--- src/rtl/pinky_regread_stage.sv ---
// Operand-fetch stage: register file with write-back bypass, PRE/immediate resolution, registered output.
// Latency 1 cycle; in_ready = out_ready | ~out_valid, output bundle holds while stalled.
module pinky_regread_stage #(
    parameter int WIDTH  = 16,
    parameter int NREGS  = 16,
    parameter int PC_REG = 15
) (
    input  logic             clk,
    input  logic             reset,
    input  logic             in_valid,
    output logic             in_ready,
    input  logic [15:0]      in_ir,
    input  logic [WIDTH-1:0] in_pc,
    input  logic             flush,
    input  logic             wb_en,
    input  logic [3:0]       wb_dest,
    input  logic [WIDTH-1:0] wb_data,
    output logic             out_valid,
    input  logic             out_ready,
    output logic [15:0]      out_ir,
    output logic [WIDTH-1:0] out_pc,
    output logic [WIDTH-1:0] out_rd,
    output logic [WIDTH-1:0] out_op2
);
    localparam int AW = (NREGS > 1) ? $clog2(NREGS) : 1;
    localparam logic [3:0] PC_IDX = 4'(PC_REG);

    logic [WIDTH-1:0] regs_q [NREGS];
    logic [WIDTH-1:0] regs_d [NREGS];
    logic             out_valid_q, out_valid_d;
    logic [15:0]      out_ir_q, out_ir_d;
    logic [WIDTH-1:0] out_pc_q, out_pc_d;
    logic [WIDTH-1:0] out_rd_q, out_rd_d;
    logic [WIDTH-1:0] out_op2_q, out_op2_d;
    logic             pre_valid_q, pre_valid_d;
    logic [11:0]      pre_q, pre_d;

    logic             wb_ok;
    logic             accept;
    logic             is_pre;
    logic [3:0]       rd_idx, op_idx;
    logic [WIDTH-1:0] rd_val, op_reg, op2_val;

    assign in_ready = out_ready | ~out_valid_q;
    assign accept   = in_valid & in_ready & ~flush;
    assign is_pre   = (in_ir[15:14] == 2'b11);
    assign rd_idx   = in_ir[7:4];
    assign op_idx   = in_ir[3:0];

    // Writes to the PC alias or beyond the array are dropped, so they never bypass either.
    assign wb_ok = wb_en && (32'(wb_dest) < NREGS) && (wb_dest != PC_IDX);

    always_comb begin
        rd_val = '0;
        if (rd_idx == PC_IDX) begin
            rd_val = in_pc;
        end else if (32'(rd_idx) < NREGS) begin
            rd_val = (wb_ok && (wb_dest == rd_idx)) ? wb_data : regs_q[rd_idx[AW-1:0]];
        end
    end

    always_comb begin
        op_reg = '0;
        if (op_idx == PC_IDX) begin
            op_reg = in_pc;
        end else if (32'(op_idx) < NREGS) begin
            op_reg = (wb_ok && (wb_dest == op_idx)) ? wb_data : regs_q[op_idx[AW-1:0]];
        end
    end

    always_comb begin
        op2_val = op_reg;
        if (in_ir[8]) begin
            if (pre_valid_q) begin
                op2_val = WIDTH'({pre_q, in_ir[3:0]});
            end else begin
                op2_val = {{(WIDTH-4){in_ir[3]}}, in_ir[3:0]};
            end
        end
    end

    always_comb begin
        regs_d = regs_q;
        if (wb_ok) begin
            regs_d[wb_dest[AW-1:0]] = wb_data;
        end
    end

    always_comb begin
        out_valid_d = out_valid_q;
        out_ir_d    = out_ir_q;
        out_pc_d    = out_pc_q;
        out_rd_d    = out_rd_q;
        out_op2_d   = out_op2_q;
        pre_valid_d = pre_valid_q;
        pre_d       = pre_q;
        if (flush) begin
            out_valid_d = 1'b0;
            pre_valid_d = 1'b0;
        end else if (accept && is_pre) begin
            out_valid_d = 1'b0;
            pre_valid_d = 1'b1;
            pre_d       = in_ir[11:0];
        end else if (accept) begin
            out_valid_d = 1'b1;
            out_ir_d    = in_ir;
            out_pc_d    = in_pc;
            out_rd_d    = rd_val;
            out_op2_d   = op2_val;
            if (in_ir[8]) begin
                pre_valid_d = 1'b0;
            end
        end else if (out_ready) begin
            out_valid_d = 1'b0;
        end
    end

    always_ff @(posedge clk) begin
        if (reset) begin
            for (int i = 0; i < NREGS; i++) begin
                regs_q[i] <= '0;
            end
            out_valid_q <= 1'b0;
            out_ir_q    <= '0;
            out_pc_q    <= '0;
            out_rd_q    <= '0;
            out_op2_q   <= '0;
            pre_valid_q <= 1'b0;
            pre_q       <= '0;
        end else begin
            regs_q      <= regs_d;
            out_valid_q <= out_valid_d;
            out_ir_q    <= out_ir_d;
            out_pc_q    <= out_pc_d;
            out_rd_q    <= out_rd_d;
            out_op2_q   <= out_op2_d;
            pre_valid_q <= pre_valid_d;
            pre_q       <= pre_d;
        end
    end

    assign out_valid = out_valid_q;
    assign out_ir    = out_ir_q;
    assign out_pc    = out_pc_q;
    assign out_rd    = out_rd_q;
    assign out_op2   = out_op2_q;
endmodule

--- config.mk ---
export PLATFORM = sky130hd
export DESIGN_NAME = pinky_regread_stage
export DESIGN_NICKNAME = d
export VERILOG_FILES = /design/src/rtl/pinky_regread_stage.sv
export SDC_FILE = /design/constraint.sdc
export NUM_CORES = 1
export LEC_CHECK = 0
export CORE_UTILIZATION = 45
export CTS_CLUSTER_SIZE = 30
export DETAILED_ROUTE_END_ITERATION = 7
export GPL_TIMING_DRIVEN = 0
export PLACE_DENSITY_LB_ADDON = 0.08
export SYNTH_ARGS = -nofsm -noshare
export SYNTH_HDL_FRONTEND = slang
export SYNTH_SLANG_ARGS = --single-unit
export TNS_END_PERCENT = 30
--- constraint.sdc ---
create_clock -name clk -period 3.8 [get_ports clk]
set_clock_uncertainty 0.1 [all_clocks]
set_input_delay 1.14 -clock clk [delete_from_list [all_inputs] [get_ports clk]]
set_output_delay 1.14 -clock clk [all_outputs]
set_load 0.01 [all_outputs]
==> reports/metrics.cfg <==
[run_status]
status = completed

[sta]
setup_viol = 0
period_minus_slack_ps = 3650
worst_slew_pin_slew_ps = 1080
max_slew_margin_pct = 28.2
fin_crit_sh_pct = 96.0
rsz0062_at_grt = no
hold_slack_ps = 354
hold_viol_final = 0
report.final.slew_viol_count = 0
clock.fmax_mhz = 274

[placement]
portBuffers = 97
placed_cell_area_sq_um = 18200
gp_congestion = 0.958
dp_hpwl_mm = 44.8

[final_layout]
antennaDiodeCount = 0
multi_input_area_sq_um = 8950
seq_area_sq_um = 6690
num-fill-cells = 3399
fin_nets = 2052
design_area_sq_um = 19500
syn_to_final_growth_pct = 17.1
drive_above_1_share_pct = 13.9

[clocking]
numClockSinks = 334
clk_pin_slew_ps = 60
clockBufferDepth = 3
post_cts_buffers = 0
cts_buffers = 39
cts_tree = done
cts-root-buf = clkbuf_16
cts_resized = 0
hold_buffers = 0
clk_latency_ps = 560
htree_levels = 2

[yosys]
synthesis.nets = 1914
syn_area_sq_um = 16600
synth.avg_cell_area_sq_um = 8.95
synth_flop_cell = dfxtp_1
synthArstFlopShare_pct = 0
synth-seq-cells = 334
synth_edf_count = 0
synthesis.instances = 1856
ys_types = 56
yosys_warnings = 0
yosysSeqAreaShare_pct = 40.2

[die]
core_sq_um = 36400
die_x_microns = 194
die_h_microns = 194
ioPinCount = 124
rows = 70
dieArea_sq_um = 37700
start_util_pct = 45.6

[setup_path]
crit_family = buffers and inverters
cp_slowest_stage_delay_ps = 580
cp_num_buf_inv = 3
critPathArrivalTime_ps = 2410
worstSetupPathType = input pin to output pin
crit_chain = clkdlybuf4s50_1, nor2b_1, inv_1, clkdlybuf4s50_1
cp-end-kind = output pin
startpoint_type = input pin
slowest_stage = clkdlybuf4s50_1
critPathMaxFanout = 7
cpMostUsedCell = clkdlybuf4s50_1
required_ps = 2560

[grt]
track_usage_pct = 32.0
grt_pass1_wl_mm = 90.6
grt_max_degree = 14
antenna_found_initial = 1
grt-ovfl-total = 0
grt_pass1_vias = 14800

[power]
power_density_nw_per_um2 = 432
p_leak_nw = 6.47
ir_drop_mv = 0.352

[route]
routed_wl_mm = 59.5
drt-initial-drc-count = 1352
highest_layer = met4
vias_per_cell = 6.00
wl_met2_mm = 28.1
first_pass_iters = 7
wl_met3_mm = 5.08
vias = 14900
wire_per_inst_microns = 24.0
route.detailed.drc = 0
drt-met1-wl_mm = 24.0
ant_nets = 0

[flow_run]
max_cap_viol_count = 0

[min_path]
hold_path.class = register to register

==> routing by layer <==
layer	up-vias	global-route usage, %
met5	-	0
met4	0	13.5
met3	166	6.05
met2	753	53.1
met1	7193	40.8
li1	6798	-
==> cell usage after synthesis, types with 12 or more instances <==
| library cell | instances | area share (%) |
|---|---|---|
| or3_1 | 18 | 0.68 |
| a22oi_1 | 22 | 0.99 |
| o21ai_0 | 29 | 0.87 |
| nand2_1 | 523 | 12 |
| inv_1 | 17 | 0.38 |
| nor2_1 | 91 | 2.1 |
| buf_4 | 12 | 0.54 |
| nor2b_1 | 21 | 0.79 |
| nand3_1 | 17 | 0.51 |
| dfxtp_1 | 334 | 40 |
| o22ai_1 | 47 | 1.8 |
| nand2b_1 | 12 | 0.45 |
| buf_2 | 34 | 1.0 |
| mux4_2 | 128 | 17 |
| mux2i_1 | 45 | 2.7 |
| nand4_1 | 12 | 0.45 |
| a21oi_1 | 239 | 7.2 |
| clkbuf_1 | 121 | 2.7 |
| nor3_1 | 16 | 0.48 |
==> per-stage QoR <==
stage | worst slack [ps] | utilization, % | TNS, ps | total power [W] | cells
finish | 151 | 53.4 | 0 | 0.00840 | 2484
global route | 123 | 53.4 | 0 | 0.00865 | 2484
CTS | 180 | 53.4 | 0 | 0.00843 | 2484
detailed placement | -252 | 49.9 | -2720 | 0.00460 | 2421
global placement | -286 | 49.9 | -3570 | 0.00459 | 2421
floorplan | 1120 | - | 0 | 0.00422 | 1856
==> worst register-to-register path: cells and delay by family, from the launching register on <==
kind                   cells  cell delay [ps]
AO/OA/AOI/OAI              1              200
flip-flops                 1              310
buffers and inverters      4             1200
AND/OR/NAND/NOR            2              320
==> layout by cell type, fill, tap and decap left out, types with 5 or more instances in the layout <==
cell type        count
nand2_1            523
dfxtp_1            334
a21oi_1            239
mux4_2             128
clkbuf_1           125
clkdlybuf4s50_1     97
nor2_1              91
o22ai_1             47
mux2i_1             45
clkbuf_16           39
buf_2               34
o21ai_0             29
a22oi_1             22
nor2b_1             21
or3_1               18
inv_1               17
nand3_1             17
nor3_1              16
buf_4               12
nand2b_1            12
nand4_1             12
a2111oi_2           11
a22o_1              11
a221o_1             11
clkbuf_8            10
buf_6                9
xnor2_1              6
nor2_2               5
or2_2                5
a2111oi_1            5
o311ai_0             5
==> state kept, by name, summed over array words and instances, names as in the netlist <==
name,count
regs_q,256
pre_q,12
out_valid,1
out_pc,16
pre_valid_q,1
out_ir,16
out_rd,16
out_op2,16
==> worst paths after layout <==
path,startpoint,end,slack (ps),cells past startpoint
min reg2reg,out_ir[1]$_SDFFE_PP0P_,out_ir[1]$_SDFFE_PP0P_,350,2
max,out_ready,in_ready,150,4
max reg2reg,out_valid$_SDFFE_PP0P_,out_op2[15]$_SDFFE_PP0P_,1520,7
min,out_ir[1]$_SDFFE_PP0P_,out_ir[1]$_SDFFE_PP0P_,350,2
==> report_power, final <==
group	total [W]	switching (W)	internal [W]
clock	0.00386	0.00153	0.00234
combinational	0.000922	0.000591	0.000332
sequential	0.00362	0.0000461	0.00357
total	0.00840	0.00217	0.00624
==> layout make-up <==
| cell class | instances | area share [%] |
|---|---|---|
| Buffer | 185 | 4.72 |
| Clock buffer | 53 | 5.80 |
| Clock inverter | 10 | 0.823 |
| Inverter | 17 | 0.328 |
| Multi-Input combinational cell | 1320 | 46.0 |
| Sequential cell | 334 | 34.4 |
| Tap cell | 468 | 3.01 |
| Timing Repair Buffer | 97 | 4.99 |
==> logic make-up after synthesis <==
| logic type | count (synthesis) | synth area share [%] |
|---|---|---|
| simple gates | 738 | 18.5 |
| compound gates | 401 | 14.7 |
| flops | 334 | 40.2 |
| buf+inv | 202 | 5.92 |
| mux | 173 | 20.1 |
| xor+xnor | 8 | 0.512 |
No activity file was read; power rests on OpenSTA's default activity.
